## config.mk

```make
export PLATFORM = sky130hd
export DESIGN_NAME = aes_key_sched_ctrl
export DESIGN_NICKNAME = d
export VERILOG_FILES = /design/src/rtl/aes_pkg.sv /design/src/rtl/enc_key_round.sv /design/src/rtl/aes_key_sched_ctrl.sv
export SDC_FILE = /design/constraint.sdc
export NUM_CORES = 2
export LEC_CHECK = 0
export CAP_MARGIN = 20
export CORE_UTILIZATION = 36
export DETAILED_ROUTE_END_ITERATION = 16
export PLACE_DENSITY = 0.52
export SLEW_MARGIN = 20
export SYNTH_ARGS = -nofsm -noshare
export SYNTH_HDL_FRONTEND = slang
export SYNTH_HIERARCHICAL = 1
export SYNTH_SLANG_ARGS = --single-unit
```

## constraint.sdc

```tcl
create_clock -name clk -period 23.4 [get_ports clk]
set_input_delay 4.68 -clock clk [delete_from_list [all_inputs] [get_ports clk]]
set_output_delay 4.68 -clock clk [all_outputs]
set_load 0.01 [all_outputs]
```

## src/rtl/aes_pkg.sv

```systemverilog
// Shared AES definitions for the key-schedule controller: round count,
// key/index types, controller FSM states and the byte-level S-box helpers.
package aes_pkg;

    localparam int AES_NR = 10;

    typedef logic [127:0] rk_t;
    typedef logic [3:0]   rk_idx_t;

    typedef enum logic [1:0] {
        IDLE   = 2'd0,
        EXPAND = 2'd1,
        READY  = 2'd2
    } ks_state_t;

    // GF(2^8) multiply modulo x^8+x^4+x^3+x+1
    function automatic logic [7:0] gf_mul(input logic [7:0] a, input logic [7:0] b);
        logic [7:0] p;
        logic [7:0] aa;
        p  = 8'h00;
        aa = a;
        for (int i = 0; i < 8; i++) begin
            if (b[i]) p = p ^ aa;
            aa = aa[7] ? ((aa << 1) ^ 8'h1b) : (aa << 1);
        end
        return p;
    endfunction

    // S-box as multiplicative inverse (x^254, which maps 0 to 0) plus affine map
    function automatic logic [7:0] sbox(input logic [7:0] x);
        logic [7:0] inv;
        logic [7:0] base;
        inv  = 8'h01;
        base = x;
        for (int i = 1; i < 8; i++) begin
            base = gf_mul(base, base);
            inv  = gf_mul(inv, base);
        end
        return inv ^ {inv[6:0], inv[7]} ^ {inv[5:0], inv[7:6]}
                   ^ {inv[4:0], inv[7:5]} ^ {inv[3:0], inv[7:4]} ^ 8'h63;
    endfunction

    // Round constant for rounds 1..10; anything else contributes nothing
    function automatic logic [7:0] rcon(input rk_idx_t r);
        logic [7:0] c;
        case (r)
            4'd1:    c = 8'h01;
            4'd2:    c = 8'h02;
            4'd3:    c = 8'h04;
            4'd4:    c = 8'h08;
            4'd5:    c = 8'h10;
            4'd6:    c = 8'h20;
            4'd7:    c = 8'h40;
            4'd8:    c = 8'h80;
            4'd9:    c = 8'h1b;
            4'd10:   c = 8'h36;
            default: c = 8'h00;
        endcase
        return c;
    endfunction

endpackage

```

## src/rtl/enc_key_round.sv

```systemverilog
// One AES-128 key-expansion round: derives round key r from round key r-1.
// Purely combinational; the controller registers the result.
module enc_key_round
    import aes_pkg::*;
(
    input  logic [127:0] key_in,
    input  logic [3:0]   round,
    output logic [127:0] key_out
);

    logic [31:0] w_w0, w_w1, w_w2, w_w3;
    logic [31:0] w_temp;
    logic [31:0] w_w4, w_w5, w_w6, w_w7;

    assign w_w0 = key_in[127:96];
    assign w_w1 = key_in[95:64];
    assign w_w2 = key_in[63:32];
    assign w_w3 = key_in[31:0];

    // SubWord(RotWord(w3)) with the round constant folded into the top byte
    assign w_temp = {sbox(w_w3[23:16]) ^ rcon(round),
                     sbox(w_w3[15:8]),
                     sbox(w_w3[7:0]),
                     sbox(w_w3[31:24])};

    assign w_w4 = w_w0 ^ w_temp;
    assign w_w5 = w_w4 ^ w_w1;
    assign w_w6 = w_w5 ^ w_w2;
    assign w_w7 = w_w6 ^ w_w3;

    assign key_out = {w_w4, w_w5, w_w6, w_w7};

endmodule

```

## src/rtl/aes_key_sched_ctrl.sv

```systemverilog
// AES-128 key-schedule controller: expands a cipher key into rk0..rk10 using a
// single enc_key_round instance (one round per clock), stores the keys and
// serves them through a registered read port.
// Optional build macro AES_KEYSCHED_ZEROIZE_EN enables the zeroize input and
// clears the key store on reset; without it zeroize is ignored and the key
// store has no reset.
module aes_key_sched_ctrl
    import aes_pkg::*;
#(
    parameter int NR = AES_NR,
    parameter int KW = 128
)(
    input  logic          clk,
    input  logic          rst,
    input  logic [KW-1:0] key_in,
    input  logic          key_valid,
    output logic          key_ready,
    output logic          keys_valid,
    output logic          busy,
    input  logic [3:0]    rk_addr,
    output logic [KW-1:0] rk_data,
    input  logic          zeroize
);

    localparam rk_idx_t LAST_IDX = rk_idx_t'(NR);

    ks_state_t     r_state, w_state_next;
    logic [KW-1:0] r_work;
    rk_idx_t       r_cnt;
    logic [KW-1:0] r_rk [0:NR];
    logic [KW-1:0] r_rk_data;
    logic [KW-1:0] w_key_out;
    logic [KW-1:0] w_wr_data;
    rk_idx_t       w_wr_idx;
    logic          w_wr_en;
    logic          w_accept;
    logic          w_zero;
    logic          w_key_ready;
    logic          w_keys_valid;
    logic          w_busy;

`ifdef AES_KEYSCHED_ZEROIZE_EN
    assign w_zero = zeroize;
`else
    logic w_unused_zeroize;
    assign w_unused_zeroize = zeroize;
    assign w_zero           = 1'b0;
`endif

    // zeroize wins over a coincident handshake
    assign w_accept = key_valid && w_key_ready && !w_zero;

    enc_key_round u_round (
        .key_in  (r_work),
        .round   (r_cnt),
        .key_out (w_key_out)
    );

    // State register
    always_ff @(posedge clk) begin
        if (rst) r_state <= IDLE;
        else     r_state <= w_state_next;
    end

    // Next-state logic: accept from IDLE/READY, leave EXPAND after round NR
    always_comb begin
        w_state_next = r_state;
        case (r_state)
            IDLE, READY: if (w_accept) w_state_next = EXPAND;
            EXPAND:      if (r_cnt == LAST_IDX) w_state_next = READY;
            default:     w_state_next = IDLE;
        endcase
        if (w_zero) w_state_next = IDLE;
    end

    // Output decode from the current state
    always_comb begin
        w_key_ready  = (r_state != EXPAND);
        w_busy       = (r_state == EXPAND);
        w_keys_valid = (r_state == READY);
    end

    // Working key and round counter
    always_ff @(posedge clk) begin
        if (rst) begin
            r_work <= '0;
            r_cnt  <= '0;
        end else if (w_zero) begin
            r_work <= '0;
            r_cnt  <= '0;
        end else if (w_accept) begin
            r_work <= key_in;
            r_cnt  <= 4'd1;
        end else if (r_state == EXPAND) begin
            r_work <= w_key_out;
            r_cnt  <= r_cnt + 4'd1;
        end
    end

    // Single write port: rk0 on accept, rk[cnt] each EXPAND cycle
    assign w_wr_en   = w_accept || ((r_state == EXPAND) && !w_zero);
    assign w_wr_idx  = w_accept ? 4'd0 : r_cnt;
    assign w_wr_data = w_accept ? key_in : w_key_out;

    // Round-key register file
    always_ff @(posedge clk) begin
`ifdef AES_KEYSCHED_ZEROIZE_EN
        if (rst || w_zero) begin
            for (int i = 0; i <= NR; i++) r_rk[i] <= '0;
        end else
`endif
        if (w_wr_en) r_rk[w_wr_idx] <= w_wr_data;
    end

    // Registered read port; out-of-range indices read as zero
    always_ff @(posedge clk) begin
        if (rst || w_zero)          r_rk_data <= '0;
        else if (rk_addr <= LAST_IDX) r_rk_data <= r_rk[rk_addr];
        else                        r_rk_data <= '0;
    end

    assign key_ready  = w_key_ready;
    assign keys_valid = w_keys_valid;
    assign busy       = w_busy;
    assign rk_data    = r_rk_data;

endmodule
```

# == Word level (Yosys, flattened, before mapping) ==
# Memories as Yosys holds them, arrays and structs flattened. A register that Yosys moved wholly into a read port is not among the register bits.
# Index checks and enable logic that the tools add are counted.
# classes
add_sub_neg,1
reduce_logical,8
n_eq_ne,6
n_mux,823
magnitude_cmp,1
n_bitwise,782
# op_table
operator,n
8-bit two-way mux,420
8-bit XOR,381
5-bit two-way mux,368
4-bit NOT,368
128-bit two-way mux,3
32-bit XOR,4
7-bit two-way mux,4
1-bit NOT (first input constant),28
6-bit two-way mux,4
4-bit two-way mux,5
2-bit two-way mux,6
3-bit two-way mux,4
1-bit two-way mux,8
2-bit OR reduction,3
4-bit by 1-bit adder with 4-bit output (second input constant),1
4-bit == test (second input constant),1
4-bit <= comparator (second input constant),1
2-bit by 1-bit inequality test with 1-bit output (second input constant),2
2-bit one-hot mux with 2 select lines,1
2-bit by 1-bit == test with 1-bit output (second input constant),1
2-bit == test (second input constant),1
2-bit zero test,1
2-bit inequality test (second input constant),1
2-bit AND reduction,1
4 further kinds,4
# totals
input_bits,136
mem_bits_ro,128
memories,2
out_inout_bits,131
wordCells,1627
ff_bits,134
mem_bits_rw,1408
# memory_table
memory,depth,word_bits,read_ports,rd_clocked_by_memory_dff,wr,line,rtl
r_rk,11,128,1,1,1,aes_key_sched_ctrl.sv:30,logic [KW-1:0] r_rk [0:NR];
(name not given),16,8,1,0,0,aes_pkg.sv:46,case (r)

# == Depth between registers and ports, before layout ==
# logic_depth
word_depth,139
ltp_mapped,67

# == By module ==
# The synthesis kept the hierarchy.
# modules_own_cells
mod,area_per_inst_um2,instances,seq_area_each_um2,cells_each
aes_key_sched_ctrl,62456.2,1,47525.6,3659
enc_key_round,57456.4,1,0.0,7770

# == Worst setup path after synthesis ==
# OpenSTA, ideal clock, no wires.
# synth_path
path_type,flip-flop to flip-flop
from,register r_work[6]
to,memory r_rk[0][10] (data pin)
path_stages_with_launch,62
setup_ns,0.300
required_time_ns,23.100
slack_ns,8.469
path_buffers,9
period_less_slack_ns,14.931
arrival_ns,14.631
path_cell_list,dfxtp_1 buf_2 buf_2 xor2_1 xor2_1 inv_2 clkbuf_1 ha_1 clkbuf_1 nand2_1 xor2_1 xnor2_1 inv_1 clkbuf_1 clkbuf_1 ha_1 clkbuf_1 xnor3_1 [... 26 more ...] xnor2_1 nor2_1 xnor3_1 xnor2_2 xor2_1 xnor2_1 nand2_1 xor2_1 xnor2_1 xnor2_1 xor2_1 xnor2_1 xnor2_2 xor2_1 xor2_1 xnor2_1 o21ai_0 nand2_1
# synth_between
elab_chain_cells,129
word_cells_on_any_way,391
classes_between,203 x mux; 188 x bitwise
# synth_lines
item,line,rtl
from (decl),aes_key_sched_ctrl.sv:28,logic [KW-1:0] r_work;
from (signal assigned),aes_key_sched_ctrl.sv:92,r_work <= key_in;
from (signal assigned),aes_key_sched_ctrl.sv:95,r_work <= w_key_out;
8-bit XOR or 8-bit two-way mux (tied branches),aes_pkg.sv:23,if (b[i]) p = p ^ aa;
8-bit two-way mux or 8-bit XOR (tied branches),aes_pkg.sv:23,
8-bit XOR or 8-bit two-way mux (tied branches),aes_pkg.sv:23,
8-bit two-way mux or 8-bit XOR (tied branches),aes_pkg.sv:23,
8-bit XOR or 8-bit two-way mux (tied branches),aes_pkg.sv:23,
8-bit two-way mux or 8-bit XOR (tied branches),aes_pkg.sv:23,
8-bit XOR or 8-bit two-way mux (tied branches),aes_pkg.sv:23,
8-bit two-way mux or 8-bit XOR (tied branches),aes_pkg.sv:23,
[... 117 more ...],-,
named net w_key_out[106],aes_key_sched_ctrl.sv:32,logic [KW-1:0] w_key_out;
32-bit XOR (*),enc_key_round.sv:27,assign w_w5 = w_w4 ^ w_w1;
named net w_key_out[74],aes_key_sched_ctrl.sv:32,
32-bit XOR (*),enc_key_round.sv:28,assign w_w6 = w_w5 ^ w_w2;
named net w_key_out[42],aes_key_sched_ctrl.sv:32,
32-bit XOR (*),enc_key_round.sv:29,assign w_w7 = w_w6 ^ w_w3;
named net w_key_out[10],aes_key_sched_ctrl.sv:32,
128-bit two-way mux (*),aes_key_sched_ctrl.sv:103,assign w_wr_data = w_accept ? key_in : w_key_out;
named net w_wr_data[10],aes_key_sched_ctrl.sv:33,logic [KW-1:0] w_wr_data;
to (decl),aes_key_sched_ctrl.sv:30,
# The timed path passes the listed nets; every way through them passes the cells marked *.

# == Final worst setup path ==
# layout_path
from,register r_work[23]
to,memory r_rk[3][121] (data pin)
# layout_between
elab_chain_cells,129
word_cells_on_any_way,392
classes_between,204 x mux; 188 x bitwise
# layout_lines
item,line,rtl
5-bit two-way mux or 8-bit two-way mux (tied branches),"aes_pkg.sv:24, aes_pkg.sv:23",
8-bit XOR,aes_pkg.sv:23,
8-bit two-way mux,aes_pkg.sv:23,
8-bit XOR,aes_pkg.sv:23,
8-bit two-way mux,aes_pkg.sv:23,
8-bit XOR,aes_pkg.sv:23,
8-bit two-way mux,aes_pkg.sv:23,
8-bit XOR,aes_pkg.sv:23,
[... 115 more ...],-,
8-bit XOR,aes_pkg.sv:40,"^ {inv[4:0], inv[7:5]} ^ {inv[3:0], inv[7:4]} ^ 8'h63;"
8-bit XOR (*),aes_pkg.sv:40,
4-bit NOT (no source line) (*),-,
8-bit XOR (*),enc_key_round.sv:21,"assign w_temp = {sbox(w_w3[23:16]) ^ rcon(round),"
32-bit XOR (*),enc_key_round.sv:26,assign w_w4 = w_w0 ^ w_temp;
named net w_key_out[121],aes_key_sched_ctrl.sv:32,
128-bit two-way mux (*),aes_key_sched_ctrl.sv:103,
named net w_wr_data[121],aes_key_sched_ctrl.sv:33,
# Marks and branches as above.

==> impl_results.md <==
- Final Net Count: 11600
- Post-synthesis sequential area ratio: 39.6%
- Post-CTS sizing: 0
- Worst path max stage delay: 0.90 ns
- Met3 usage: 1.68%
- Grt met1 use: 30.2%
- Worst clock skew: 0.0699 ns
- Vias in the first global route: 85500
- Area of the mapped netlist: 120000 um2
- Crit Path Class: reg2reg
- Syn nets: 11600
- CP arrival: 21.04 ns
- Clock-pin slew on the worst setup and hold paths: 0.07 ns
- Io pins: 267
- Status: finished, final reports clean
- Drc violations: 0
- Area of the die: 335000 um2
- Yosys reg bits: 1670
- DIE WIDTH: 579 um
- Worst Setup End Kind: flop
- Die Height: 579 um
- Post-synth top flop: edfxtp_1
- Asr flop ratio synth: 0%
- Most used cell along the critical path: xnor2_1
- Final Hold Viols: 0
- Placer congestion estimate: 0.858
- CP delay by family, top: XOR/XNOR gates
- RR Startpoint: r_work[23]
- Final ANT Viol Nets: 0
- WL per Instance: 23.7 um
- CORE AREA: 331000 um2
- Critical path startpoint: r_work[23]
- Worst relative slew slack: 19.7%
- Slew Viols, Final: 0
- Synthesized instance count: 11400
- Root buf cell: clkbuf_16
- H-Tree Depth: 4
- Most common cell after layout, fill and taps aside: xnor2_1
- 1st-iter DRT viols: 8140
- Largest area contributor in the netlist: edfxtp_1
- Worst min-delay path class: reg2reg
- First-pass GRT wire length: 559000 um
- WP buf/inv: 6
- CTS Hold Buffers Added: 0
- Area contributors post-synth: edfxtp_1 (35%), xnor2_1 (13%), xnor3_1 (5.5%), mux2i_1 (4.9%), dfxtp_1 (4.4%)
- Layout cells sized above 1: 9.26%
- GRT overflow: 0
- Crit path launch type: flop
- Most frequent cells in the layout: xnor2_1 (1727), edfxtp_1 (1408), nor2_1 (1109)
- Post-synth EDFFs: 1408
- CP max FO: 27
- Req. time, crit path: 23.91 ns
- Total GRT Usage: 21.7%
- Synth Area per Inst: 10.5 um2
- Drt total wl: 376000 um
- Setup violators final: 0
- Vias/cell: 5.58
- PortBufs: 265
- Later-pin clock latency in the skew report: 0.81 ns
- Clock Tree Buf Depth: 4
- Starting Density: 36.2%
- Max Clk Rate: 48.7 MHz
- TritonCTS buffer count: 152
- Setup repair bufs after CTS: 0
- Worst-Margin Slew: 1.20 ns
- Hold Startpoint: r_rk[10][3]
- Largest net degree at the start of global routing: 162
- Post-synth top area share: 35.3%
- Grt peak-use layer: met2
- Vias: 88600
- Tmin final: 20.54 ns
- # rows: 211
- Pre-Repair DR Iteration Count: 6
- Synth warnings: 6
- Setup TNS: 0 ns
- GR Util met2: 36.2%
- Clock sink count: 1670
- Critical path's slowest cell: nor4b_1
- DP Wirelength: 243000 um
- Area Growth Syn to Fin: 10.9%
- Synth cell types: 115
- Final period util: 87.8%
- CTS tree: yes
- Initial antenna violation count: 14
- Max Cap Viol: 0
- RSZ-0062 raised after global routing: no
-- area by class of cell --
| type | count | area, um2 |
|---|---|---|
| fillers | 31700 | 198000 |
| multi-input cells | 8854 | 69100 |
| flip-flops and latches | 1670 | 47500 |
| well taps | 4366 | 5460 |
| repair buffers | 607 | 5370 |
| clock buffers | 210 | 4270 |
| clock inverters | 60 | 853 |
| inverters | 108 | 423 |
| diodes | 4 | 10.0 |
-- worst reg2reg max path, delay by kind of cell, from the launching register on --
| family | cells | cell delay [ns] |
|---|---|---|
| compound gates | 7 | 2.06 |
| xor+xnor | 22 | 8.14 |
| fa+ha+maj | 4 | 2.03 |
| buf+inv | 6 | 2.03 |
| flops | 1 | 0.31 |
| mux | 2 | 0.45 |
| simple gates | 16 | 5.19 |
-- cells by family (layout without fill, tap and decap cells) --
family                   count (synthesis)  in the layout  share of synthesized area, %
AND/OR/NAND/NOR                       3131           3131                          11.2
other                                    0              4                             0
flip-flops                            1670           1670                          39.6
AO/OA/AOI/OAI                         2082           2082                          11.5
multiplexers                           754            754                          7.69
XOR/XNOR                              2861           2861                          26.6
buffers and inverters                  905            985                          3.22
adder cells (fa/ha/maj)                 26             26                         0.269
-- cells in the mapped netlist, types with 29 or more instances --
| library cell | instances |
|---|---|
| a221o_1 | 139 |
| mux2i_1 | 592 |
| a311oi_1 | 141 |
| nor3_1 | 306 |
| edfxtp_1 | 1408 |
| dfxtp_1 | 262 |
| a22oi_1 | 41 |
| xnor2_2 | 102 |
| nor2_1 | 1112 |
| a21oi_1 | 401 |
| and3_1 | 43 |
| buf_2 | 189 |
| o211ai_1 | 57 |
| xnor3_1 | 294 |
| xor2_2 | 36 |
| a31oi_1 | 65 |
| xor3_1 | 47 |
| nor2b_1 | 51 |
| o22ai_1 | 246 |
| and2_1 | 38 |
| buf_1 | 79 |
| a211oi_1 | 68 |
| mux2_2 | 30 |
| nand2b_1 | 60 |
| buf_4 | 33 |
| nand2_1 | 1096 |
| inv_1 | 83 |
| o21ai_0 | 553 |
| nand3_1 | 294 |
| mux4_2 | 130 |
| clkbuf_1 | 482 |
| xnor2_1 | 1769 |
| xor2_1 | 554 |
| a21o_1 | 29 |
-- per-layer routing --
| metal | vias to the layer above | wire length, um |
|---|---|---|
| li1 | 40900 | - |
| met1 | 44400 | 168000 |
| met2 | 2906 | 178000 |
| met3 | 406 | 20000 |
| met4 | 10 | 9740 |
| met5 | - | 64 |
-- worst paths after layout --
check	slack [ns]	endpoint	cells past startpoint
hold / removal	0.58	rk_data[3]	3
setup / recovery	2.86	r_rk[3][121]	57
setup reg to reg	2.86	r_rk[3][121]	57
hold reg to reg	0.58	rk_data[3]	3
-- registers in the layout, summed over array words and instances (netlist names) --
signal and count:
rk_data 128, r_state 2, r_rk 1408, r_cnt 4
r_work 128
-- through the flow --
stage          std cells  hold slack, ns  worst slack, ns  cell area, um2  utilization (%)
2_1_floorplan      11400           0.527             8.47          120000                -
5_1_grt            15900           0.613             1.60          133000             40.2
4_1_cts            15900           0.588             2.84          133000             40.2
3_3_place_gp       15600           0.575             3.50          128000             38.6
6_report           15900           0.584             2.86          133000             40.2
3_5_place_dp       15600           0.576             3.03          128000             38.6
Power is not shown: default switching activity piles up to over one toggle a cycle in this logic, so the estimate is an artifact.
